File: src/rtl/cpu31_pkg.sv
// Shared CPU31 definitions: datapath widths, register-file indices and ALU opcodes.
package cpu31_pkg;

  localparam int DATA_W  = 32;
  localparam int ADDR_W  = 5;
  localparam int REG_NUM = 32;
  localparam logic [ADDR_W-1:0] REG_ZERO = 5'd0;

  typedef logic [DATA_W-1:0] word_t;
  typedef logic [ADDR_W-1:0] reg_idx_t;

  typedef enum logic [3:0] {
    ALU_ADD  = 4'd0,
    ALU_ADDU = 4'd1,
    ALU_SUB  = 4'd2,
    ALU_SUBU = 4'd3,
    ALU_AND  = 4'd4,
    ALU_OR   = 4'd5,
    ALU_XOR  = 4'd6,
    ALU_NOR  = 4'd7,
    ALU_SLT  = 4'd8,
    ALU_SLTU = 4'd9,
    ALU_SLL  = 4'd10,
    ALU_SRL  = 4'd11,
    ALU_SRA  = 4'd12,
    ALU_LUI  = 4'd13
  } alu_op_e;

endpackage

File: src/rtl/regfile.sv
// CPU31 register file: 2 read + 1 debug read, 1 write gated by overflow trap, hardwired $0.
// Optional macro REGFILE_BYPASS_EN forwards same-cycle write data to rdata1/rdata2.
module regfile
  import cpu31_pkg::*;
#(
  parameter int DATA_W = cpu31_pkg::DATA_W,
  parameter int ADDR_W = cpu31_pkg::ADDR_W
) (
  input  logic              clk,
  input  logic              rst,
  input  logic              we,
  input  logic [ADDR_W-1:0] waddr,
  input  logic [DATA_W-1:0] wdata,
  input  logic              ovf_kill,
  input  logic [ADDR_W-1:0] raddr1,
  input  logic [ADDR_W-1:0] raddr2,
  output logic [DATA_W-1:0] rdata1,
  output logic [DATA_W-1:0] rdata2,
  input  logic [ADDR_W-1:0] dbg_addr,
  output logic [DATA_W-1:0] dbg_data,
  output logic [31:0]       wr_cnt
);

  localparam int DEPTH = 2 ** ADDR_W;

  logic [DATA_W-1:0] regs_q [DEPTH];
  logic [31:0]       wr_cnt_q;
  logic [31:0]       wr_cnt_d;
  logic              commit;

  assign commit   = we & ~ovf_kill & (waddr != '0);
  assign wr_cnt_d = wr_cnt_q + 32'd1;

  // Entry 0 is reset and never written, so it holds zero for the life of the core.
  always_ff @(posedge clk or posedge rst) begin
    if (rst) begin
      for (int i = 0; i < DEPTH; i++) regs_q[i] <= '0;
      wr_cnt_q <= '0;
    end else if (commit) begin
      regs_q[waddr] <= wdata;
      wr_cnt_q      <= wr_cnt_d;
    end
  end

  function automatic logic [DATA_W-1:0] rd_word(input logic [ADDR_W-1:0] a);
    rd_word = (a == '0) ? '0 : regs_q[a];
  endfunction

  always_comb begin
    rdata1   = rd_word(raddr1);
    rdata2   = rd_word(raddr2);
    dbg_data = rd_word(dbg_addr);
`ifdef REGFILE_BYPASS_EN
    // Forwarding is suppressed during reset so reads stay zero while rst is high.
    if (commit && !rst && raddr1 == waddr) rdata1 = wdata;
    if (commit && !rst && raddr2 == waddr) rdata2 = wdata;
`endif
  end

  assign wr_cnt = wr_cnt_q;

endmodule

File: config.mk
export PLATFORM = sky130hd
export DESIGN_NAME = regfile
export DESIGN_NICKNAME = d
export VERILOG_FILES = /design/src/rtl/cpu31_pkg.sv /design/src/rtl/regfile.sv
export SDC_FILE = /design/constraint.sdc
export NUM_CORES = 2
export LEC_CHECK = 0
export ABC_CLOCK_PERIOD_IN_PS = 96300
export BUFFER_PORTS_ARGS = -buffer_cell sky130_fd_sc_hd__clkbuf_2
export CORE_MARGIN = 10
export CORE_UTILIZATION = 40
export CTS_CLUSTER_SIZE = 30
export DETAILED_ROUTE_END_ITERATION = 10
export GPL_TIMING_DRIVEN = 0
export MAX_ROUTING_LAYER = met4
export SKIP_LAST_GASP = 1
export SLEW_MARGIN = 20
export SYNTH_ARGS = -nofsm -noshare
export SYNTH_HDL_FRONTEND = slang
export SYNTH_SLANG_ARGS = --single-unit
File: constraint.sdc
create_clock -name clk -period 96.3 [get_ports clk]
set_clock_uncertainty 0.15 [all_clocks]
set_input_delay 19.26 -clock clk [delete_from_list [all_inputs] [get_ports clk]]
set_output_delay 19.26 -clock clk [all_outputs]
set_load 0.01 [all_outputs]
# Word-level counts from Yosys, hierarchy flattened
# Cells that the tools add are included.
[totals]
ff_bits = 1056
word_cells = 66
[classes]
reduce_logical = 5
order_cmp = 5
bitwise = 7
addsub = 1
n_mux = 15
[ops]
columns = ["cell", "n"]
rows = [
  ["bitwise mux 1024 bit", 1],
  ["binary-select mux 32 bit (select 5 bit)", 3],
  ["2-to-1 mux 32 bit", 10],
  ["demux 32 bit (select 5 bit)", 1],
  ["adder 32 x 1 -> 32 bit, second input constant", 1],
  ["greater-or-equal comparator 6 bit, second input constant", 4],
  ["inverter 5 -> 6 bit", 4],
  ["zero test 5 bit", 3],
  ["< comparator 6 x 1 -> 1 bit, second input constant", 1],
  ["nonzero test 5 bit", 1],
  ["bitwise AND 1 bit", 2],
  ["logical AND 1 bit", 1],
  ["inverter 1 bit", 1],
]

# Logic depth before layout (Yosys ltp)
[depth]
ltp_word = 6
mapped_depth = 10

# Worst setup path before layout
# No wires, ideal clock.
[synth_path]
kind = "input to output"
start = "input raddr1[1]"
end = "output rdata1[20]"
required_ns = 76.890
t_arrival_ns = 20.954
setup_slack_ns = 55.936
path_buffers = 4
stages = 8
path_cell_list = "buf_2 > buf_4 > buf_6 > buf_2 > mux4_2 > mux4_2 > o22ai_1 > nor3_1"
[synth_via]
elab_chain_cells = 5
word_cells_on_any_way = 6
classes_between = "4 x mux; 1 x bitwise; 1 x reduce/logical"
[synth_lines]
columns = ["element", "line", "text"]
rows = [
  ["start, declared", "regfile.sv:15", "input logic [ADDR_W-1:0] raddr1,"],
  ["inverter 5 -> 6 bit (implied by the code)", "regfile.sv:46", "rd_word = (a == '0) ? '0 : regs_q[a];"],
  ["binary-select mux 32 bit (select 5 bit)", "regfile.sv:46", ""],
  ["2-to-1 mux 32 bit (implied by the code) (2 in a row)", "regfile.sv:46", ""],
  ["2-to-1 mux 32 bit *", "regfile.sv:46", ""],
  ["end, declared", "regfile.sv:17", "output logic [DATA_W-1:0] rdata1,"],
]
# Mark *: on every way between the ends. The rest lies on a longest branch, timed or not. The select of a mux whose other input is x is not followed.

# Worst setup path after layout
[layout_path]
start = "input raddr1[3]"
end = "output rdata1[30]"
# The elaborated chain is that of the path after synthesis.

==> run_results.csv <==
group,metric,value,unit
clock_tree,ctsLongestPathBuffers,3,
synth,synth.avg_cell_area,13.8,um^2
placed_design,dp_slack,53.57,ns
critical_path,worstSetupPathType,"in -> out",
synth,yosys_warnings,0,
timing,final.period_utilization,44.4,%
critical_path,cp_num_buf_inv,4,
synth,ys_ff_latch,1056,
floorplan,dieWidth,422,um
critical_path,cp_slowest_cell,"nor3_1",
timing,post-route-min-period,42.79,ns
min_path,hold-path-cell-count,1,
clock_tree,root_buffer,"clkbuf_16",
clock_tree,cts.reportedPaths.clkPinSlew,0.06,ns
clock_tree,cts_tree,"yes",
floorplan,die_h,422,um
synth,ys_top_cells_by_area,"dfrtp_1 41%, mux2_2 20%, mux4_2 20%",
final_layout,syn2layout_area_growth,13.2,%
critical_path,crit_chain,"buf_2, clkbuf_2, nand2_1, clkbuf_1, a21oi_1, nor3_1, clkbuf_2",
critical_path,crit_fanout,10,
run_status,status,"completed",
detailed_routing,dr.pass1.iters,6,
clock_tree,cts_buffers,121,
timing,hold_violations,0,
critical_path,regToRegStartpoint,"wr_cnt[0]",
timing,fin_setup_tns,0,ns
synth,yosys-top-cells-count,"1136 x mux2_2, 1056 x dfrtp_1, 567 x mux4_2",
timing,worstMarginPinSlew,1.43,ns
grt,antenna_found_initial,33,
synth,syn_nets,4737,
floorplan,ios,184,
final_layout,fin_nets,5053,
clock_tree,clk-insertion-delay-late,0.77,ns
detailed_routing,drtIter0Drc,8153,
synth,yosysTopAreaCellShare,40.9,%
clock_tree,htreeDepth,3,
timing,fin_ws,53.51,ns
detailed_routing,viasPerCell,7.07,
floorplan,core_area,161000,um^2
placed_design,finalWeightedCongestion,1.06,
synth,synth_flop_cell,"dfrtp_1",
detailed_routing,wire_per_inst,45.9,um
critical_path,slowest_delay,1.01,ns
timing,holdWs,0.328,ns
power,p_total,1.38,mW
detailed_routing,ant_nets,0,
clock_tree,cts_hold_buf,0,
critical_path,ff2ff_setup_slack,93.88,ns
synth,yosysMostFrequentCell,"mux2_2",
critical_path,crit_top_cell,"clkbuf_2",
critical_path,worstPathArrival,23.38,ns
floorplan,rows,147,
synth,ys_types,43,
timing,slew_headroom,4.48,%
critical_path,cp.required,76.89,ns
synth,synth_edf_count,0,
timing,setup_violations,0,
synth,ys_seq_area_share,40.9,%
min_path,hp-class,"reg -> reg",
placed_design,dpl.hpwl,235000,um
min_path,hold_start,"wr_cnt[31]",
timing,slew_violations,0,
timing,fmax,23.4,MHz
synth,yosys.area.top_type,"dfrtp_1",
critical_path,worstRegToRegCells,6,
power,p_leak,32.0,nW
clock_tree,numClockSinks,1056,
grt,grt_pass1_wl,445000,um
critical_path,crit_path_end_kind,"output port",
grt,grt_max_degree,106,
final_layout,drive_above_1_share,46.7,%
timing,rsz0062_at_grt,"no",
synth,syn_area,64600,um^2
floorplan,die-area,178000,um^2
clock_tree,post_cts_buffers,0,
detailed_routing,drcViolationCount,0,
grt,grt_util_all_layers,37.3,%
critical_path,critPathLaunch,"raddr1[3]",
grt,grt_pass1_vias,49800,
min_path,min_to,"wr_cnt[31]",
power,peakVddDrop,0.0159,mV
critical_path,crit_family,"buffers and inverters",
grt,overflow,0,
detailed_routing,vias,51500,
critical_path,worstSetupStartpointType,"input port",
critical_path,worstReg2RegEnd,"wr_cnt[26]",
clock_tree,ctsResizeCount,0,
run,maxCapViolCount,0,
placed_design,portBuffers,174,
detailed_routing,wl,334000,um
floorplan,initial_utilization,40.2,%
synth,syn_inst,4680,
synth,async_flop_share,100,%
power,power_density,18.9,nW/um^2
## through the flow
stage	util [%]	instance area, um^2	instances
finish	45.5	73100	7283
global placement	42.5	68200	7014
global route	45.5	73100	7271
CTS	45.5	73000	7254
detailed placement	42.8	68800	7032
floorplan	-	64600	4680
## registers in the layout, summed over array words and instances (netlist names)
signal  count
wr_cnt     32
regs_q   1024
## worst max-delay path by stage
stage | endpoint | slack [ns] | depth (start not counted)
2_1_floorplan | regs_q[0] | 47.17 | 1
3_3_place_gp | regs_q[1008] | 33.98 | 2
3_5_place_dp | rdata1[21] | 53.57 | 7
4_1_cts | rdata1[21] | 53.56 | 7
5_1_grt | rdata1[30] | 53.75 | 7
6_report | rdata1[30] | 53.51 | 7
## final cells by class
type / instances / area [um^2]
fill: 14500 / 87400
timing repair buffer: 193 / 1310
sequential: 1056 / 26400
inverter: 4 / 22.5
clock buffer: 168 / 3520
tap: 2160 / 2700
antenna: 28 / 70.1
clock inverter: 54 / 734
buffer: 544 / 2500
multi-input combinational: 3076 / 35800
## per-layer routing
layer | part of all wire, % | track usage (%)
met2 | 42 | 51.5
met5 | 0 | -
met1 | 36 | 44.3
met3 | 13 | 13.3
met4 | 9.4 | 28.2
## placed cells by master (no fill, tap or decap), drive strengths merged, types with 3 or more instances in the layout
cell,n
nand3,19
nor4,39
diode,28
dfrtp,1056
clkinv,29
nand2b,5
o311a,32
a22oi,166
mux2i,364
nor2,57
or3,3
and2,35
inv,7
clkinvlp,5
o22a,32
o22ai,61
or2,3
o21ai,32
nand2,63
a31oi,3
nand4,47
mux4,567
nand3b,6
and4,3
mux2,1150
clkbuf,631
buf,274
a21oi,66
nor3b,5
o32ai,32
bufinv,17
xnor2,29
nor2b,109
and3,4
a211oi,70
nor3,66
## report_power, final
group | switching (mW) | leakage [nW] | internal (mW)
registers | 0.0629 | 14.1 | 0.500
clock network | 0.208 | 2.10 | 0.299
logic | 0.168 | 15.8 | 0.146
total | 0.439 | 32.0 | 0.945
## cells by family (layout without fill, tap and decap cells)
group,Yosys count,in the layout,share of synthesized area [%]
multiplexers,2081,2081,45.5
flip-flops,1056,1056,40.9
buffers and inverters,548,963,3.75
AO/OA/AOI/OAI,496,496,5.51
AND/OR/NAND/NOR,467,467,3.94
XOR/XNOR,31,31,0.420
adder cells (fa/ha/maj),1,1,0.0194
other,0,28,0
Power figures use the tool's default switching activity.
